==> src/rtl/stepper_mmio.sv <==
// Memory-mapped stepper motor pulse generator: processor writes queue motion
// commands in a small FIFO, and a sequencer turns each one into step/dir pulses.
module stepper_mmio #(
  parameter logic [11:0] CMD_ADDR    = 12'd4000,
  parameter logic [11:0] STATUS_ADDR = 12'd4001,
  parameter int unsigned DEPTH       = 4
) (
  input  logic        clock,
  input  logic        reset,
  input  logic        wren,
  input  logic [11:0] address_dmem,
  input  logic [31:0] data,
  output logic [31:0] status_q,
  output logic        step,
  output logic        dir,
  output logic        busy
);

  localparam int unsigned AW = $clog2(DEPTH);
  localparam int unsigned CW = AW + 1;
  localparam int unsigned NW = 15;
  localparam int unsigned TW = 16;

  typedef enum logic [1:0] {
    IDLE,
    LOAD,
    HIGH,
    LOW
  } state_t;

  state_t          state;
  logic [31:0]     fifo_mem [DEPTH];
  logic [AW-1:0]   wr_ptr;
  logic [AW-1:0]   rd_ptr;
  logic [CW-1:0]   count;
  logic            overflow;

  logic            work_dir;
  logic [NW-1:0]   work_n;
  logic [TW-1:0]   work_p;
  logic [TW-1:0]   timer;

  logic            push_req;
  logic            clr_req;
  logic            full;
  logic            pop;
  logic            push;
  logic [31:0]     head;
  logic [2:0]      count_sat;

  // Write decode and FIFO handshake; a pop frees a slot for a same-edge push.
  always_comb begin
    push_req  = wren && (address_dmem == CMD_ADDR);
    clr_req   = wren && (address_dmem == STATUS_ADDR);
    full      = (count == CW'(DEPTH));
    pop       = (state == IDLE) && (count != '0);
    push      = push_req && (!full || pop);
    busy      = (state != IDLE) || (count != '0);
    head      = fifo_mem[rd_ptr];
    count_sat = (32'(count) > 32'd7) ? 3'd7 : 3'(count);
  end

  // FIFO storage needs no reset: pointers and count define what is valid.
  always_ff @(posedge clock) begin
    if (push && !reset) begin
      fifo_mem[wr_ptr] <= data;
    end
  end

  // FIFO pointers, occupancy and the sticky overflow flag.
  always_ff @(posedge clock) begin
    if (reset) begin
      wr_ptr   <= '0;
      rd_ptr   <= '0;
      count    <= '0;
      overflow <= 1'b0;
    end else begin
      if (push) begin
        wr_ptr <= wr_ptr + AW'(1);
      end
      if (pop) begin
        rd_ptr <= rd_ptr + AW'(1);
      end
      case ({push, pop})
        2'b10:   count <= count + CW'(1);
        2'b01:   count <= count - CW'(1);
        default: count <= count;
      endcase
      // A dropped push wins over a clear on the same edge.
      if (push_req && !push) begin
        overflow <= 1'b1;
      end else if (clr_req) begin
        overflow <= 1'b0;
      end
    end
  end

  // Command sequencer: each step is P cycles high followed by P cycles low.
  always_ff @(posedge clock) begin
    if (reset) begin
      state    <= IDLE;
      step     <= 1'b0;
      dir      <= 1'b0;
      work_dir <= 1'b0;
      work_n   <= '0;
      work_p   <= '0;
      timer    <= '0;
    end else begin
      case (state)
        IDLE: begin
          if (pop) begin
            work_dir <= head[31];
            work_n   <= head[30:16];
            work_p   <= (head[15:0] == 16'd0) ? 16'd1 : head[15:0];
            state    <= LOAD;
          end
        end
        LOAD: begin
          dir <= work_dir;
          if (work_n == '0) begin
            state <= IDLE;
          end else begin
            state <= HIGH;
            timer <= work_p;
            step  <= 1'b1;
          end
        end
        HIGH: begin
          if (timer <= TW'(1)) begin
            state <= LOW;
            timer <= work_p;
            step  <= 1'b0;
          end else begin
            timer <= timer - TW'(1);
          end
        end
        LOW: begin
          if (timer <= TW'(1)) begin
            if (work_n != '0) begin
              work_n <= work_n - NW'(1);
            end
            if (work_n <= NW'(1)) begin
              state <= IDLE;
              timer <= '0;
            end else begin
              state <= HIGH;
              timer <= work_p;
              step  <= 1'b1;
            end
          end else begin
            timer <= timer - TW'(1);
          end
        end
        default: begin
          state <= IDLE;
          step  <= 1'b0;
        end
      endcase
    end
  end

  // Status snapshot of the registered state, refreshed every cycle.
  always_ff @(posedge clock) begin
    if (reset) begin
      status_q <= '0;
    end else begin
      status_q <= {overflow, busy, count_sat, 12'd0, work_n};
    end
  end

endmodule
==> config.mk <==
export PLATFORM = sky130hd
export DESIGN_NAME = stepper_mmio
export DESIGN_NICKNAME = d
export VERILOG_FILES = /design/src/rtl/stepper_mmio.sv
export SDC_FILE = /design/constraint.sdc
export NUM_CORES = 1
export LEC_CHECK = 0
export ABC_AREA = 0
export BUFFER_PORTS_ARGS = -buffer_cell sky130_fd_sc_hd__buf_4
export CAP_MARGIN = 25
export CELL_PAD_IN_SITES_DETAIL_PLACEMENT = 0
export CELL_PAD_IN_SITES_GLOBAL_PLACEMENT = 1
export CORE_AREA = 2 2 146 119
export CTS_BUF_LIST = sky130_fd_sc_hd__clkbuf_4 sky130_fd_sc_hd__clkbuf_8
export CTS_CLUSTER_DIAMETER = 50
export CTS_CLUSTER_SIZE = 28
export DETAILED_ROUTE_END_ITERATION = 6
export DIE_AREA = 0 0 148 121
export GPL_TIMING_DRIVEN = 0
export PLACE_DENSITY_LB_ADDON = 0.15
export SLEW_MARGIN = 25
export SYNTH_ARGS = -nofsm -noshare
export SYNTH_HDL_FRONTEND = slang
export SYNTH_SLANG_ARGS = --single-unit
export TNS_END_PERCENT = 5
==> constraint.sdc <==
create_clock -name clock -period 4.6 [get_ports clock]
set_input_delay 0.23 -clock clock [delete_from_list [all_inputs] [get_ports clock]]
set_output_delay 0.23 -clock clock [all_outputs]
set_load 0.02 [all_outputs]
# After elaboration in Yosys (flattened, before gate mapping)
# Memories as Yosys holds them, arrays and structs flattened. A register that Yosys moved wholly into a read port is not among the register bits.
# Cells that the tools add are included.
# classes
n_addsub,6
order_cmp,2
eq_ne,14
n_mux,28
reduce_logical,26
# op_table
cell,count
16-bit two-way mux,5
16-bit one-hot mux with 3 select lines,1
15-bit two-way mux,3
15-bit one-hot mux with 2 select lines,1
12-bit == test (second input constant),2
16-bit by 1-bit less-or-equal comparator with 1-bit output (second input constant),1
16-bit logical NOT,1
16-bit by 1-bit subtractor with 16-bit output (second input constant),1
15-bit by 1-bit less-or-equal comparator with 1-bit output (second input constant),1
15-bit logical NOT,1
15-bit nonzero test,1
15-bit by 1-bit subtractor with 15-bit output (second input constant),1
2-bit two-way mux,7
2-bit != test (second input constant),6
1-bit two-way mux,8
2-bit one-hot mux with 4 select lines,1
2-bit nonzero test,4
2-bit == test (second input constant),3
1-bit logical AND,6
3-bit one-hot mux with 2 select lines,1
3-bit nonzero test,2
5-bit AND reduction,1
2-bit by 1-bit adder with 2-bit output (second input constant),2
2-bit by 1-bit == test with 1-bit output (second input constant),2
10 further kinds,14
# word_totals
regBits,92
mem_bits_rw,128
out_inout_bits,35
mem_count,1
# memory_table
name,depth,width,read_ports,rd_ports_with_merged_regs,wr,line_no,text
fifo_mem,4,32,1,1,1,32,logic [31:0] fifo_mem [DEPTH];

# Logic depth before layout (Yosys ltp)
# logic_depth
word_depth,7
mapped_depth,9
depth_no_buf,7

# Worst setup path before layout
# OpenSTA, ideal clock, no wires.
# synth_timing
path_type,input-to-reg
from,input port address_dmem[1]
to,"memory fifo_mem[0][0], enable pin"
t_arrival_ns,2.075
path_slack_ns,2.132
path_stages,3
n_path_buf,0
cell_sequence,or4_4 -> nor4_2 -> and3_1
# synth_via
elab_chain_len,6
# synth_rtl
element,line_no,text
"start, declared",11,"input logic [11:0] address_dmem,"
12-bit == test,53,push_req = wren && (address_dmem == CMD_ADDR);
1-bit logical AND,53,
1-bit logical AND,57,push = push_req && (!full || pop);
1-bit logical AND,65,if (push && !reset) begin
1-bit two-way mux,65,
1-bit two-way mux (implied by the code),66,fifo_mem[wr_ptr] <= data;
"end, declared",32,
# Every way passes these cells.

# Worst setup path after layout
# layout_timing
from,register timer[0]
to,register timer[4]
# layout_via
elab_chain_len,3
# layout_rtl
element,line_no,text
"start, declared",41,logic [TW-1:0] timer;
"start signal, assigned",124,timer <= work_p;
"start signal, assigned",131,timer <= work_p;
"start signal, assigned",134,timer <= timer - TW'(1);
16-bit by 1-bit subtractor with 16-bit output or 16-bit by 1-bit less-or-equal comparator with 1-bit output (tied branches),-,
16-bit two-way mux (on tied branches),"138, 129",
16-bit one-hot mux with 3 select lines *,109,case (state)
# Every way passes the cells marked *; elsewhere a longest branch is shown, timed or not.
# A chain may end at the register's enable or synchronous reset.

==> flow_summary.toml <==
[sta]
relSlewSlack_pct = 44.6
setup_tns_ps = 0
fin_crit_sh_pct = 59.3
timing.final.hold_violations = 0
tightestPinTransition_ps = 819
min_period_ps = 2730
rsz0062_at_grt = "no"
fmax_mhz = 366
setup_viol = 0
slew_violations = 0
skew_ps = 29.3

[yosys]
ys.flop_type = "edfxtp_1"
synthXorXnorAreaFrac_pct = 1.40
synth_top_family_by_area = "simple AND/OR/NAND/NOR gates"
synthAdderAreaFrac_pct = 1.52
synth_most_common_cell = "edfxtp_1"
ys_seq_area_share_pct = 62.7
ys_ff_latch = 210
synth_mux_area_share_pct = 8.95
syn_inst = 662
synth_edf_count = 128
synth_compound_area_share_pct = 10.5
ys_warn_count = 0
synth_area_leaders = "edfxtp_1 44%, dfxtp_1 19%, mux4_2 8.2%, a21oi_1 3.1%, nor2_1 2.1%"
yosysUniqueCellTypes = 65
synth_top_area_share_pct = 44.0
synth_area_per_cell_um2 = 13.2
yosys.area_share.simple_pct = 11.3
yosys-top-cells-count = "128 x edfxtp_1, 82 x dfxtp_1, 54 x a21oi_1, 50 x nor2_1, 47 x nand2_1"
async_flop_share_pct = 0
syn-cell-area_mm2 = 0.00874
yosysTopAreaCell = "edfxtp_1"

[clock_tree]
cts_tree = "done"
postCtsSetupBuffers = 0
cts-htree-levels = 1
clkSinkCount = 210
worst_skew_pair.late_latency_ps = 520
cts_hold_repair.buffers = 33
clock-root-buffer = "clkbuf_8"
cts_buffers = 18
clk_pin_slew_ps = 90
cts_resized = 0
clockBufferDepth = 3

[setup_path]
crit_type = "flip-flop to flip-flop"
endpoint_kind = "flip-flop"
reg2reg_depth = 9
critPathArrivalTime_ps = 3140
cp_data_required_time_ps = 5010
cp_max_fo = 10
critPathMaxStageDelay_ps = 480
r2r_start = "timer[0]"
worstSetupStartpoint = "timer[0]"
cp_cell_sequence = "inv_1 -> ha_1 -> o21ba_1 -> and3_1 -> buf_2 -> a21oi_2 -> clkbuf_1 -> nand2_1 -> a311oi_1"
critPathSlowestCell = "clkbuf_1"
critPathLaunchType = "flip-flop"

[die]
die_h_um = 121
die_w_um = 148
coreArea_mm2 = 0.0164
dieArea_mm2 = 0.0179
io_pins = 82
rows = 42
start_util_pct = 53.3

[route]
drc = 0
dr.pass1.iters = 5
drtIter0Drc = 447
vias = 5765
antenna_left = 0
wl_per_cell_um = 18.5
routed_wl_um = 19100
vias_per_cell = 5.60

[final_layout]
fin_nets = 855
fillers = 1278
syn_to_final_growth_pct = 19.8
drive_above_1_share_pct = 22.8
num_antenna_cells = 0

[global_routing]
antenna_found_initial = 0
grt_start_max_net_pins = 27
grt-ovfl-total = 0
grt_usage_pct = 21.9
grt_pass1_vias = 5689
grt_pass1_wl_um = 30700

[placed_design]
gp_congestion = 0.876
portBuffers = 68
hpwlAfterDp_um = 13000

[pwr]
worst_ir_drop_vdd_uv = 305
power_mw = 5.81
p_leak_nw = 3.72
power_density_mw_per_mm2 = 554

[status]
outcome = "finished, final reports clean"

[worst_hold_path]
whs_path_depth = 2
hp-start = "reset"
hold_path_class = "primary input to flip-flop"

[job]
cap_violations = 0
sequential cells by signal (all words and copies together), names as in the netlist, 2 cells and up, named ones only:
name      count
fifo_mem    128
status_q     20
timer        16
work_p       16
work_n       15
count         3
rd_ptr        2
state         2
wr_ptr        2
path summary, 6_finish.rpt:
kind | to | slack (ps)
setup / recovery | timer[4] | 1870
hold / removal | status_q[10] | 150
setup reg to reg | timer[4] | 1870
hold reg to reg | work_p[3] | 460
layer usage:
layer | vias to the layer above | part of all wire [%] | GRT usage, %
li1 | 2757 | - | -
met1 | 2804 | 49 | 33.6
met2 | 186 | 44 | 34.1
met3 | 18 | 5.4 | 3.35
met4 | 0 | 1.0 | 3.63
met5 | - | 0 | 0
critical path: cells and delay by family (launching register included):
family,cells,cell delay [ps]
adder cells (fa/ha/maj),1,290
AO/OA/AOI/OAI,3,870
AND/OR/NAND/NOR,2,270
buffers and inverters,3,750
flip-flops,1,440
cells in the final DEF (no fill, tap or decap), types with 4 or more instances in the layout:
cell / synthesis / routed
o21ai_0: 10 / 10
nand2_1: 47 / 47
dlygate4sd3_1: 0 / 33
clkbuf_1: 22 / 22
nand3_1: 4 / 4
and3_2: 0 / 4
edfxtp_1: 128 / 128
nand4_1: 4 / 4
mux4_2: 32 / 32
xnor2_1: 12 / 12
nor2b_1: 14 / 14
a21oi_1: 54 / 54
and2_1: 4 / 4
nor4_1: 7 / 7
clkbuf_8: 0 / 19
a22oi_1: 4 / 4
nor3_2: 4 / 4
ha_1: 9 / 9
nor3b_1: 4 / 4
buf_2: 15 / 15
o31ai_1: 25 / 25
a211oi_1: 14 / 14
a311oi_1: 4 / 4
nor3_1: 16 / 16
nor2_1: 50 / 50
buf_4: 13 / 81
dfxtp_1: 82 / 82
inv_1: 11 / 11
o21ai_1: 11 / 11
conb_1: 1 / 12
cell families (layout without fill, tap and decap cells):
kind of cell,count (synthesis),after routing
other,1,12
adders and majority gates,10,10
buffers and inverters,64,201
xor gates and xnor gates,14,14
muxes,37,37
DFF,210,210
and+or+nand+nor,184,184
AOI/OAI and AO/OA,142,142
power breakdown:
group / switching, mW / leakage [nW] / total [mW] / internal (mW)
Sequential: 0.192 / 1.82 / 2.41 / 2.22
Clock: 0.689 / 0.237 / 1.30 / 0.607
Combinational: 1.25 / 1.66 / 2.10 / 0.846
per-stage QoR:
step / worst slack (ps) / std cells / hold WS [ps] / cell area [um^2] / utilization [%]
after CTS: 1930 / 1030 / 138 / 10500 / 63.9
final: 1870 / 1030 / 146 / 10500 / 63.9
after global routing: 1720 / 1030 / 184 / 10500 / 63.9
after detailed placement: 1860 / 965 / 432 / 9670 / 59.0
after global placement: 1200 / 961 / 428 / 9570 / 58.4
after floorplan: 2130 / 673 / 327 / 8780 / -
cell type report:
type	instances	area, um^2	share of cell area, %
buffer	52	263	2.51
multi-input combinational	399	3000	28.6
sequential	210	5490	52.4
tap	220	275	2.63
clock buffer	19	262	2.50
inverter	12	45.0	0.430
clock inverter	13	213	2.03
timing repair buffer	105	936	8.94
No activity file was read; power rests on OpenSTA's default activity.
